$ cat src/rtl/reg_xfer_ctrl_pkg.sv
// Shared definitions for the register-transfer sequencer: op codes, register ids,
// sequencer states and the request decode helpers used by decoder and controller.
package reg_xfer_ctrl_pkg;

    localparam int XFER_W = 8;

    localparam logic [1:0] REG_A = 2'd0;
    localparam logic [1:0] REG_X = 2'd1;
    localparam logic [1:0] REG_Y = 2'd2;
    localparam logic [1:0] REG_S = 2'd3;

    typedef enum logic [1:0] {
        OP_MOVE = 2'b00,
        OP_INC  = 2'b01,
        OP_DEC  = 2'b10,
        OP_BAD  = 2'b11
    } xfer_op_e;

    typedef enum logic [1:0] {
        ST_IDLE  = 2'd0,
        ST_DRIVE = 2'd1,
        ST_WRITE = 2'd2
    } xfer_state_e;

    typedef struct packed {
        xfer_op_e   op;
        logic [1:0] src;
        logic [1:0] dst;
    } xfer_req_t;

    function automatic logic f_req_valid(input logic [1:0] op,
                                         input logic [2:0] src,
                                         input logic [2:0] dst);
        return (op != 2'b11) && (src[2] == 1'b0) && (dst[2] == 1'b0);
    endfunction

    function automatic logic [3:0] f_ce_decode(input logic [1:0] id);
        logic [3:0] v;
        case (id)
            REG_A:   v = 4'b0001;
            REG_X:   v = 4'b0010;
            REG_Y:   v = 4'b0100;
            REG_S:   v = 4'b1000;
            default: v = 4'b0000;
        endcase
        return v;
    endfunction

endpackage

$ cat src/rtl/reg_xfer_ctrl_if.sv
// Request/response and register-file side signals of the transfer sequencer.
interface reg_xfer_ctrl_if #(parameter int WIDTH = 8);

    logic             req;
    logic [1:0]       op;
    logic [2:0]       src;
    logic [2:0]       dst;
    logic [WIDTH-1:0] bus;
    logic             ack;
    logic             err;
    logic             busy;
    logic [2:0]       sel;
    logic [WIDTH-1:0] res;
    logic [3:0]       ce;
    logic             flag_ce;
    logic             n_flag;
    logic             z_flag;
    logic             done;

    modport master (
        output req, op, src, dst, bus,
        input  ack, err, busy, sel, res, ce, flag_ce, n_flag, z_flag, done
    );

    modport slave (
        input  req, op, src, dst, bus,
        output ack, err, busy, sel, res, ce, flag_ce, n_flag, z_flag, done
    );

endinterface

$ cat src/rtl/reg_xfer_ctrl_register.sv
// Plain clock-enabled register with synchronous clear; holds the bus sample T.
module reg_xfer_ctrl_register #(
    parameter int WIDTH = 8
) (
    input  logic             i_clk,
    input  logic             i_rst,
    input  logic             i_ce,
    input  logic [WIDTH-1:0] i_d,
    output logic [WIDTH-1:0] o_q
);

    logic [WIDTH-1:0] r_q;

    // storage: clear on reset, load when enabled
    always_ff @(posedge i_clk) begin
        if (i_rst) begin
            r_q <= {WIDTH{1'b0}};
        end else if (i_ce) begin
            r_q <= i_d;
        end
    end

    assign o_q = r_q;

endmodule

$ cat src/rtl/reg_xfer_ctrl.sv
// Three-state sequencer for MOVE/INC/DEC register transfers: drives the bus select,
// the destination clock enable and the N/Z flag update for one request at a time.
module reg_xfer_ctrl
    import reg_xfer_ctrl_pkg::*;
#(
    parameter int WIDTH = XFER_W
) (
    input  logic           i_clk,
    input  logic           i_rst,
    reg_xfer_ctrl_if.slave bus_if
);

    localparam logic [WIDTH-1:0] LSB_ONE = {{(WIDTH-1){1'b0}}, 1'b1};

    xfer_state_e      r_state;
    xfer_state_e      w_state_nxt;
    xfer_req_t        r_req;
    logic             r_ack;
    logic             r_err;
    logic             r_done;
    logic [WIDTH-1:0] r_res_hold;
    logic             r_n_hold;
    logic             r_z_hold;
    logic [WIDTH-1:0] w_t;
    logic [WIDTH-1:0] w_res;
    logic             w_accept;
    logic             w_reject;
    logic             w_drive;
    logic             w_write;

    assign w_drive = (r_state == ST_DRIVE);
    assign w_write = (r_state == ST_WRITE);

    reg_xfer_ctrl_register #(.WIDTH(WIDTH)) u_t_reg (
        .i_clk (i_clk),
        .i_rst (i_rst),
        .i_ce  (w_drive),
        .i_d   (bus_if.bus),
        .o_q   (w_t)
    );

    // next-state and request accept/reject decode
    always_comb begin
        w_state_nxt = r_state;
        w_accept    = 1'b0;
        w_reject    = 1'b0;
        case (r_state)
            ST_IDLE: begin
                if (bus_if.req) begin
                    if (f_req_valid(bus_if.op, bus_if.src, bus_if.dst)) begin
                        w_accept    = 1'b1;
                        w_state_nxt = ST_DRIVE;
                    end else begin
                        w_reject    = 1'b1;
                        w_state_nxt = ST_IDLE;
                    end
                end else begin
                    w_state_nxt = ST_IDLE;
                end
            end
            ST_DRIVE: w_state_nxt = ST_WRITE;
            ST_WRITE: w_state_nxt = ST_IDLE;
            default:  w_state_nxt = ST_IDLE;
        endcase
    end

    // state register
    always_ff @(posedge i_clk) begin
        if (i_rst) begin
            r_state <= ST_IDLE;
        end else begin
            r_state <= w_state_nxt;
        end
    end

    // capture the accepted request; the decoder may change its fields right after ACK
    always_ff @(posedge i_clk) begin
        if (i_rst) begin
            r_req <= '{op: OP_MOVE, src: 2'd0, dst: 2'd0};
        end else if (w_accept) begin
            r_req <= '{op: xfer_op_e'(bus_if.op), src: bus_if.src[1:0], dst: bus_if.dst[1:0]};
        end
    end

    // one-cycle handshake pulses
    always_ff @(posedge i_clk) begin
        if (i_rst) begin
            r_ack  <= 1'b0;
            r_err  <= 1'b0;
            r_done <= 1'b0;
        end else begin
            r_ack  <= w_accept;
            r_err  <= w_reject;
            r_done <= w_write;
        end
    end

    // inc/dec adder on the sampled bus value, wrapping modulo 2^WIDTH
    always_comb begin
        w_res = w_t;
        case (r_req.op)
            OP_MOVE: w_res = w_t;
            OP_INC:  w_res = w_t + LSB_ONE;
            OP_DEC:  w_res = w_t - LSB_ONE;
            default: w_res = w_t;
        endcase
    end

    // RES and flags keep the last written value once the sequence leaves WRITE
    always_ff @(posedge i_clk) begin
        if (i_rst) begin
            r_res_hold <= {WIDTH{1'b0}};
            r_n_hold   <= 1'b0;
            r_z_hold   <= 1'b0;
        end else if (w_write) begin
            r_res_hold <= w_res;
            r_n_hold   <= w_res[WIDTH-1];
            r_z_hold   <= (w_res == {WIDTH{1'b0}});
        end
    end

    assign bus_if.ack     = r_ack;
    assign bus_if.err     = r_err;
    assign bus_if.done    = r_done;
    assign bus_if.busy    = w_drive | w_write;
    assign bus_if.sel     = (w_drive | w_write) ? {1'b0, r_req.src} : 3'd0;
    // write strobes are gated by reset so a reset in WRITE never lands a partial update
    assign bus_if.ce      = (w_write && !i_rst) ? f_ce_decode(r_req.dst) : 4'b0000;
    assign bus_if.flag_ce = w_write && !i_rst && (r_req.dst != REG_S);
    assign bus_if.res     = w_write ? w_res : r_res_hold;
    assign bus_if.n_flag  = w_write ? w_res[WIDTH-1] : r_n_hold;
    assign bus_if.z_flag  = w_write ? (w_res == {WIDTH{1'b0}}) : r_z_hold;

endmodule

$ cat src/flat_wrapper.sv
// flat-port wrapper written by rule: the top's interface ports become plain ports
module reg_xfer_ctrl_flat import reg_xfer_ctrl_pkg::*;
#(
    parameter int WIDTH = XFER_W
)
  (i_clk, i_rst, bus_if_req, bus_if_op, bus_if_src, bus_if_dst, bus_if_bus, bus_if_ack, bus_if_err, bus_if_busy, bus_if_sel, bus_if_res, bus_if_ce, bus_if_flag_ce, bus_if_n_flag, bus_if_z_flag, bus_if_done);
  reg_xfer_ctrl_if #(.WIDTH(WIDTH)) bus_if_i ();
  input  logic i_clk;
  input  logic i_rst;
  input wire logic [$bits(bus_if_i.req)-1:0] bus_if_req;
  input wire logic [$bits(bus_if_i.op)-1:0] bus_if_op;
  input wire logic [$bits(bus_if_i.src)-1:0] bus_if_src;
  input wire logic [$bits(bus_if_i.dst)-1:0] bus_if_dst;
  input wire logic [$bits(bus_if_i.bus)-1:0] bus_if_bus;
  output wire logic [$bits(bus_if_i.ack)-1:0] bus_if_ack;
  output wire logic [$bits(bus_if_i.err)-1:0] bus_if_err;
  output wire logic [$bits(bus_if_i.busy)-1:0] bus_if_busy;
  output wire logic [$bits(bus_if_i.sel)-1:0] bus_if_sel;
  output wire logic [$bits(bus_if_i.res)-1:0] bus_if_res;
  output wire logic [$bits(bus_if_i.ce)-1:0] bus_if_ce;
  output wire logic [$bits(bus_if_i.flag_ce)-1:0] bus_if_flag_ce;
  output wire logic [$bits(bus_if_i.n_flag)-1:0] bus_if_n_flag;
  output wire logic [$bits(bus_if_i.z_flag)-1:0] bus_if_z_flag;
  output wire logic [$bits(bus_if_i.done)-1:0] bus_if_done;
  assign bus_if_i.req = bus_if_req;
  assign bus_if_i.op = bus_if_op;
  assign bus_if_i.src = bus_if_src;
  assign bus_if_i.dst = bus_if_dst;
  assign bus_if_i.bus = bus_if_bus;
  assign bus_if_ack = bus_if_i.ack;
  assign bus_if_err = bus_if_i.err;
  assign bus_if_busy = bus_if_i.busy;
  assign bus_if_sel = bus_if_i.sel;
  assign bus_if_res = bus_if_i.res;
  assign bus_if_ce = bus_if_i.ce;
  assign bus_if_flag_ce = bus_if_i.flag_ce;
  assign bus_if_n_flag = bus_if_i.n_flag;
  assign bus_if_z_flag = bus_if_i.z_flag;
  assign bus_if_done = bus_if_i.done;
  reg_xfer_ctrl #(.WIDTH(WIDTH)) u_core (.i_clk(i_clk), .i_rst(i_rst), .bus_if(bus_if_i));
endmodule
$ cat config.mk
export PLATFORM = sky130hd
export DESIGN_NAME = reg_xfer_ctrl_flat
export DESIGN_NICKNAME = d
export VERILOG_FILES = /design/src/rtl/reg_xfer_ctrl_pkg.sv /design/src/rtl/reg_xfer_ctrl_if.sv /design/src/rtl/reg_xfer_ctrl_register.sv /design/src/rtl/reg_xfer_ctrl.sv /design/src/flat_wrapper.sv
export SDC_FILE = /design/constraint.sdc
export NUM_CORES = 1
export LEC_CHECK = 0
export ABC_AREA = 0
export BUFFER_PORTS_ARGS = -buffer_cell sky130_fd_sc_hd__buf_2
export CAP_MARGIN = 20
export CORE_MARGIN = 4
export CORE_UTILIZATION = 35
export CTS_CLUSTER_DIAMETER = 60
export DETAILED_ROUTE_END_ITERATION = 8
export HOLD_SLACK_MARGIN = 0.06
export PLACE_DENSITY = 0.64
export SKIP_LAST_GASP = 1
export SYNTH_ARGS = -nofsm -noshare
export SYNTH_HDL_FRONTEND = slang
export SYNTH_SLANG_ARGS = --single-unit
$ cat constraint.sdc
create_clock -name i_clk -period 3.55 [get_ports i_clk]
set_input_delay 0.5325 -clock i_clk [delete_from_list [all_inputs] [get_ports i_clk]]
set_output_delay 0.5325 -clock i_clk [all_outputs]
set_load 0.005 [all_outputs]
==> impl_metrics.ini, run 1 <==
[pwr]
p_leak_nw = 0.8130
power.density_mw_per_mm2 = 325.7
p_clk_frac = 0.401
comb_power_share = 0.094
p_int_uw = 500.9
power.switching_uw = 147.2
seqPwrFrac = 0.505
sw_frac_of_total = 0.2271
vdd_drop_max_uv = 249.9
power_uw = 648.0

[timing]
maxSlewViolCount = 0
hold_violations = 0
relSlewSlack = 0.6026
period_minus_slack_ps = 3288
setup_viol = 0
rsz0062_at_grt = false
worst_pin_slew_ps = 596.1
period_share = 0.9263
fmax_ghz = 0.3041
holdWs_ps = 483.3
fin_tns_setup_ps = 0
clock_skew_ps = 2.869
setup_ws_ps = 261.7

[routing]
vias = 1442
drtIter0Drc = 73
wl_per_cell_um = 12.90
avgViaCountPerCell = 4.955
drc = 0
wl_um = 3753
drtPass1Iterations = 4
drtAntennaViolNets = 0

[critical_path]
cp-start-kind = flip-flop
path_cells = inv_1 -> ha_1 -> xor2_1 -> ha_1 -> nor4_1 -> nor4_2 -> mux2i_1 -> xor2_1 -> nand2_1 -> o32ai_1 -> buf_2
path_max_fanout = 7
worst-path-buf-inv = 2
critPathTopFamily = simple AND/OR/NAND/NOR gates
cp_data_arrival_time_ps = 2760
endpoint_kind = primary output
cp_slowest_stage_delay_ps = 420
cp_slowest_cell = nor4_2
crit_required_ps = 3020
critical_path_class = flip-flop to primary output

[global_route]
antenna_found_initial = 0
grt.total_usage = 0.1292
overflow = 0
grt_max_degree = 30
grt_pass1_wl_um = 6513
grt_pass1_vias = 1443

[clocking]
cts_hold_buf = 0
cts_buffer_depth = 2
cts_tree = done
post-cts-setup-buffers = 0
root_buffer = clkbuf_8
cts_resized = 0
cts_buffers = 3
clk_latency_ps = 280
cts_max_level = 1
cts.reportedPaths.clkPinSlew_ps = 100
cts.sinks = 28

[run]
maxCapViolCount = 0

[layout]
n_fill_cell = 505
stdcell_count = 291
area_growth_pct = 13.49
drive_above_1_share = 0.2589
diodes = 0
fin_util = 0.4157
fin_nets = 250
design_area_mm2 = 0.001989

[synth]
ys_ff_latch = 28
ys.warnings.count = 0
ys.flop_type = dfxtp_1
synthTopCellsByCount = 28 x dfxtp_1, 24 x nor2_1, 17 x mux2i_1
synth_area_leaders = dfxtp_1 32%, mux2i_1 9.7%, nor2_1 5.1%
seq_area_frac_synth = 0.3198
ys_types = 50
async_flop_share = 0
yosys.area.top_type = dfxtp_1
synth_most_common_cell = dfxtp_1
synth_edf_count = 0
synth_top_area_frac = 0.3198
syn_area_per_cell_um2 = 8.853
synth.net_count = 223
syn_inst = 198
netlist_area_mm2 = 0.001753

[worst_hold_path]
hold_class = input port to flip-flop

[place]
hpwl_um = 2804
post_dp_cell_area_mm2 = 0.001918
gp_congestion = 0.8393
io_buffers = 39
post-place-cells = 287
place_ws_ps = 563.8

[floorplanning]
die_y_um = 78.77
core_area_mm2 = 0.004786
die_w_um = 78.77
dieArea_mm2 = 0.006205
ios = 41
num_rows = 25
start_util = 0.3663

[status]
status = complete, no violations
## cells in the final DEF (no fill, tap or decap), types with 4 or more instances in the layout
cell type / n
buf_2: 39
dfxtp_1: 28
nor2_1: 24
mux2i_1: 17
nor2b_1: 12
a21oi_1: 11
nand2_1: 7
nor3_1: 6
ha_1: 6
inv_1: 5
nand2b_1: 5
nor3b_1: 5
and2_1: 4
mux2_2: 4
## layer usage
metal | track usage | routed length [um] | vias to the layer above
met5 | 0 | 0 | -
met1 | 0.1610 | 1731 | 664
li1 | - | - | 740
met4 | 0.02098 | 23 | 0
met3 | 0.02948 | 157 | 4
met2 | 0.2301 | 1841 | 34
## final cells by class
cell class,count,area (um^2),share of cell area
Inverter,5,18.77,0.009434
Sequential cell,28,560.5,0.2818
Clock inverter,1,30.03,0.01509
Multi-Input combinational cell,147,1052,0.5289
Tap cell,67,83.83,0.04214
Clock buffer,3,41.29,0.02075
Timing Repair Buffer,40,202.7,0.1019
## cells by family after synthesis
kind of cell    count (synthesis)  synth area share
buf+inv                        23           0.07993
mux                            21            0.1228
flops                          28            0.3198
simple gates                   84            0.2855
fa+ha+maj                       6           0.04283
xor+xnor                        5           0.02499
other cells                     1          0.002139
compound gates                 30            0.1221
## worst register-to-register path: cells and delay by family (launching register included)
kind | cells | cell delay [ps]
AO/OA/AOI/OAI | 1 | 250
XOR/XNOR | 1 | 150
adder cells (fa/ha/maj) | 2 | 470
buffers and inverters | 1 | 60
flip-flops | 1 | 360
multiplexers | 1 | 320
AND/OR/NAND/NOR | 4 | 780
## power groups by stage
stage	sequential, mW	combinational, mW	clock [mW]
after floorplan	0.330	0.0466	0
after global placement	0.334	0.0611	0
after detailed placement	0.334	0.0619	0
after CTS	0.327	0.0621	0.265
after global routing	0.328	0.0692	0.277
final	0.327	0.0612	0.260
## sequential cells by signal, indices dropped and copies added (netlist names)
signal and count:
u_core.r_z_hold 1, u_core.r_n_hold 1, u_core.r_res_hold 8, u_core.bus_if.err 1, u_core.r_state 2, u_core.bus_if.done 1, u_core.u_t_reg.o_q 8, u_core.r_req 6
## path summary, 6_finish.rpt
kind                            slack (ps)  cells past startpoint                   end       startpoint
worst max-delay path                   260                     11         bus_if_z_flag  u_core.r_req[4]
worst min-delay path                   480                      3     u_core.bus_if.err       bus_if_req
worst max register to register        1060                     10  u_core.r_res_hold[6]  u_core.r_req[4]
worst min register to register         510                      2       u_core.r_req[2]  u_core.r_req[2]
Power figures use the tool's default switching activity.
==> run 2, diff against run 1 <==
--- a/constraint.sdc
+++ b/constraint.sdc
@@ -3,2 +3,2 @@
 set_output_delay 0.5325 -clock i_clk [all_outputs]
-set_load 0.005 [all_outputs]
+set_load 0.05 [all_outputs]
==> impl_metrics.ini, run 2 (synthesis gave the netlist of run 1 again) <==
[timing]
worst_pin_slew_ps = 676.8
setup_ws_ps = 239.8
period_minus_slack_ps = 3310
maxSlewViolCount = 0
relSlewSlack = 0.5488
hold_violations = 0
fmax_ghz = 0.3021
setup_viol = 0
holdWs_ps = 472.5
clock_skew_ps = 10.51
period_share = 0.9325
fin_tns_setup_ps = 0

[global_route]
antenna_found_initial = 0
overflow = 0
grt_pass1_wl_um = 6492
grt.total_usage = 0.1296
grt_pass1_vias = 1469
grt_max_degree = 30

[place]
hpwl_um = 2715
io_buffers = 39
post_dp_cell_area_mm2 = 0.001941
post-place-cells = 289
gp_congestion = 0.7856
place_ws_ps = 470.3

[pwr]
p_int_uw = 502.3
power.switching_uw = 159.9
sw_frac_of_total = 0.2415
power.density_mw_per_mm2 = 326.9
p_leak_nw = 0.8304
p_clk_frac = 0.388
comb_power_share = 0.119
vdd_drop_max_uv = 243.6
seqPwrFrac = 0.493

[layout]
area_growth_pct = 15.56
drive_above_1_share = 0.2819
n_fill_cell = 486
design_area_mm2 = 0.002026
stdcell_count = 294
final_common_cell = buf_2
final_cell_mix = 38 x buf_2, 27 x dfxtp_1, 24 x nor2_1, 17 x mux2i_1, 12 x nor2b_1
diodes = 0
fin_nets = 253

[critical_path]
path_max_fanout = 6
cp-start-kind = flip-flop
endpoint_kind = primary output
critical_path_class = flip-flop to primary output
cp_data_arrival_time_ps = 2780
crit_required_ps = 3020
rr_worst_depth = 11

[routing]
top_layer_used = met4
drc = 0
wl_met3_um = 268
drtIter0Drc = 101
drtPass1Iterations = 4
drtAntennaViolNets = 0
vias = 1459
wl_per_cell_um = 12.78
met1Wirelength_um = 1672
avgViaCountPerCell = 4.963
wl_um = 3758
wl_met2_um = 1759

[worst_hold_path]
hold_class = input port to flip-flop
whs_path_depth = 3

[floorplanning]
start_util = 0.3663
core_area_mm2 = 0.004786
num_rows = 25
die_y_um = 78.77
ios = 41
die_w_um = 78.77
dieArea_mm2 = 0.006205

[clocking]
cts_buffers = 3
cts.reportedPaths.clkPinSlew_ps = 90
cts_buffer_depth = 2
root_buffer = clkbuf_8
cts_tree = done
cts_hold_buf = 0
cts_max_level = 1
clk_latency_ps = 280
cts.sinks = 28

[run]
maxCapViolCount = 0

[status]
status = complete, no violations
-- run 2: power by group through the flow --
stage / registers [mW] / logic, mW / clock network [mW]
floorplan: 0.334 / 0.0594 / 0
global placement: 0.334 / 0.0783 / 0
detailed placement: 0.334 / 0.0789 / 0
CTS: 0.327 / 0.0797 / 0.266
global route: 0.328 / 0.0875 / 0.277
finish: 0.327 / 0.0788 / 0.257
-- run 2: stage by stage --
stage / util / total power [mW]
6_report: 0.4233 / 0.6622
4_1_cts: 0.4204 / 0.6724
3_5_place_dp: 0.4055 / 0.4128
3_3_place_gp: 0.4055 / 0.4121
5_1_grt: 0.4233 / 0.6929
2_1_floorplan: - / 0.3932
-- run 2: repair_timing --
action,in CTS,in global routing
setup buffers,0,1
gates resized for setup,0,4
endpoints found under the setup margin,0,1
-- run 2: worst paths after layout --
path | startpoint | end | slack, ps
max reg2reg | u_core.r_req[4] | u_core.r_res_hold[6] | 1180
max | u_core.r_req[4] | bus_if_z_flag | 240
min | bus_if_req | u_core.bus_if.err | 470
min reg2reg | u_core.r_req[3] | u_core.r_req[3] | 500
-- run 2: worst max-delay path, cell delays in order, from the launching register on --
cell     delay, ps
dfxtp_1        320
inv_1           80
ha_2           230
xor2_1         160
ha_1           210
nor4_1          70
nor4_2         270
buf_4          170
mux2i_1        200
xor2_1         230
nand2_1        120
o32ai_2        200
buf_4          230
-- run 2: area by class of cell --
cell class	instances	area, um^2	share of cell area
tap	67	83.83	0.04138
clock buffer	3	41.29	0.02038
clock inverter	1	30.03	0.01482
inverter	5	18.77	0.009265
timing repair buffer	43	227.7	0.1124
multi-input combinational	147	1062	0.5244
sequential	28	561.8	0.2773
-- run 2: routing by layer --
metal / up-vias / GRT usage
met3: 6 / 0.03515
met4: 0 / 0.05420
met2: 39 / 0.2207
li1: 753 / -
met5: - / 0
met1: 661 / 0.1529
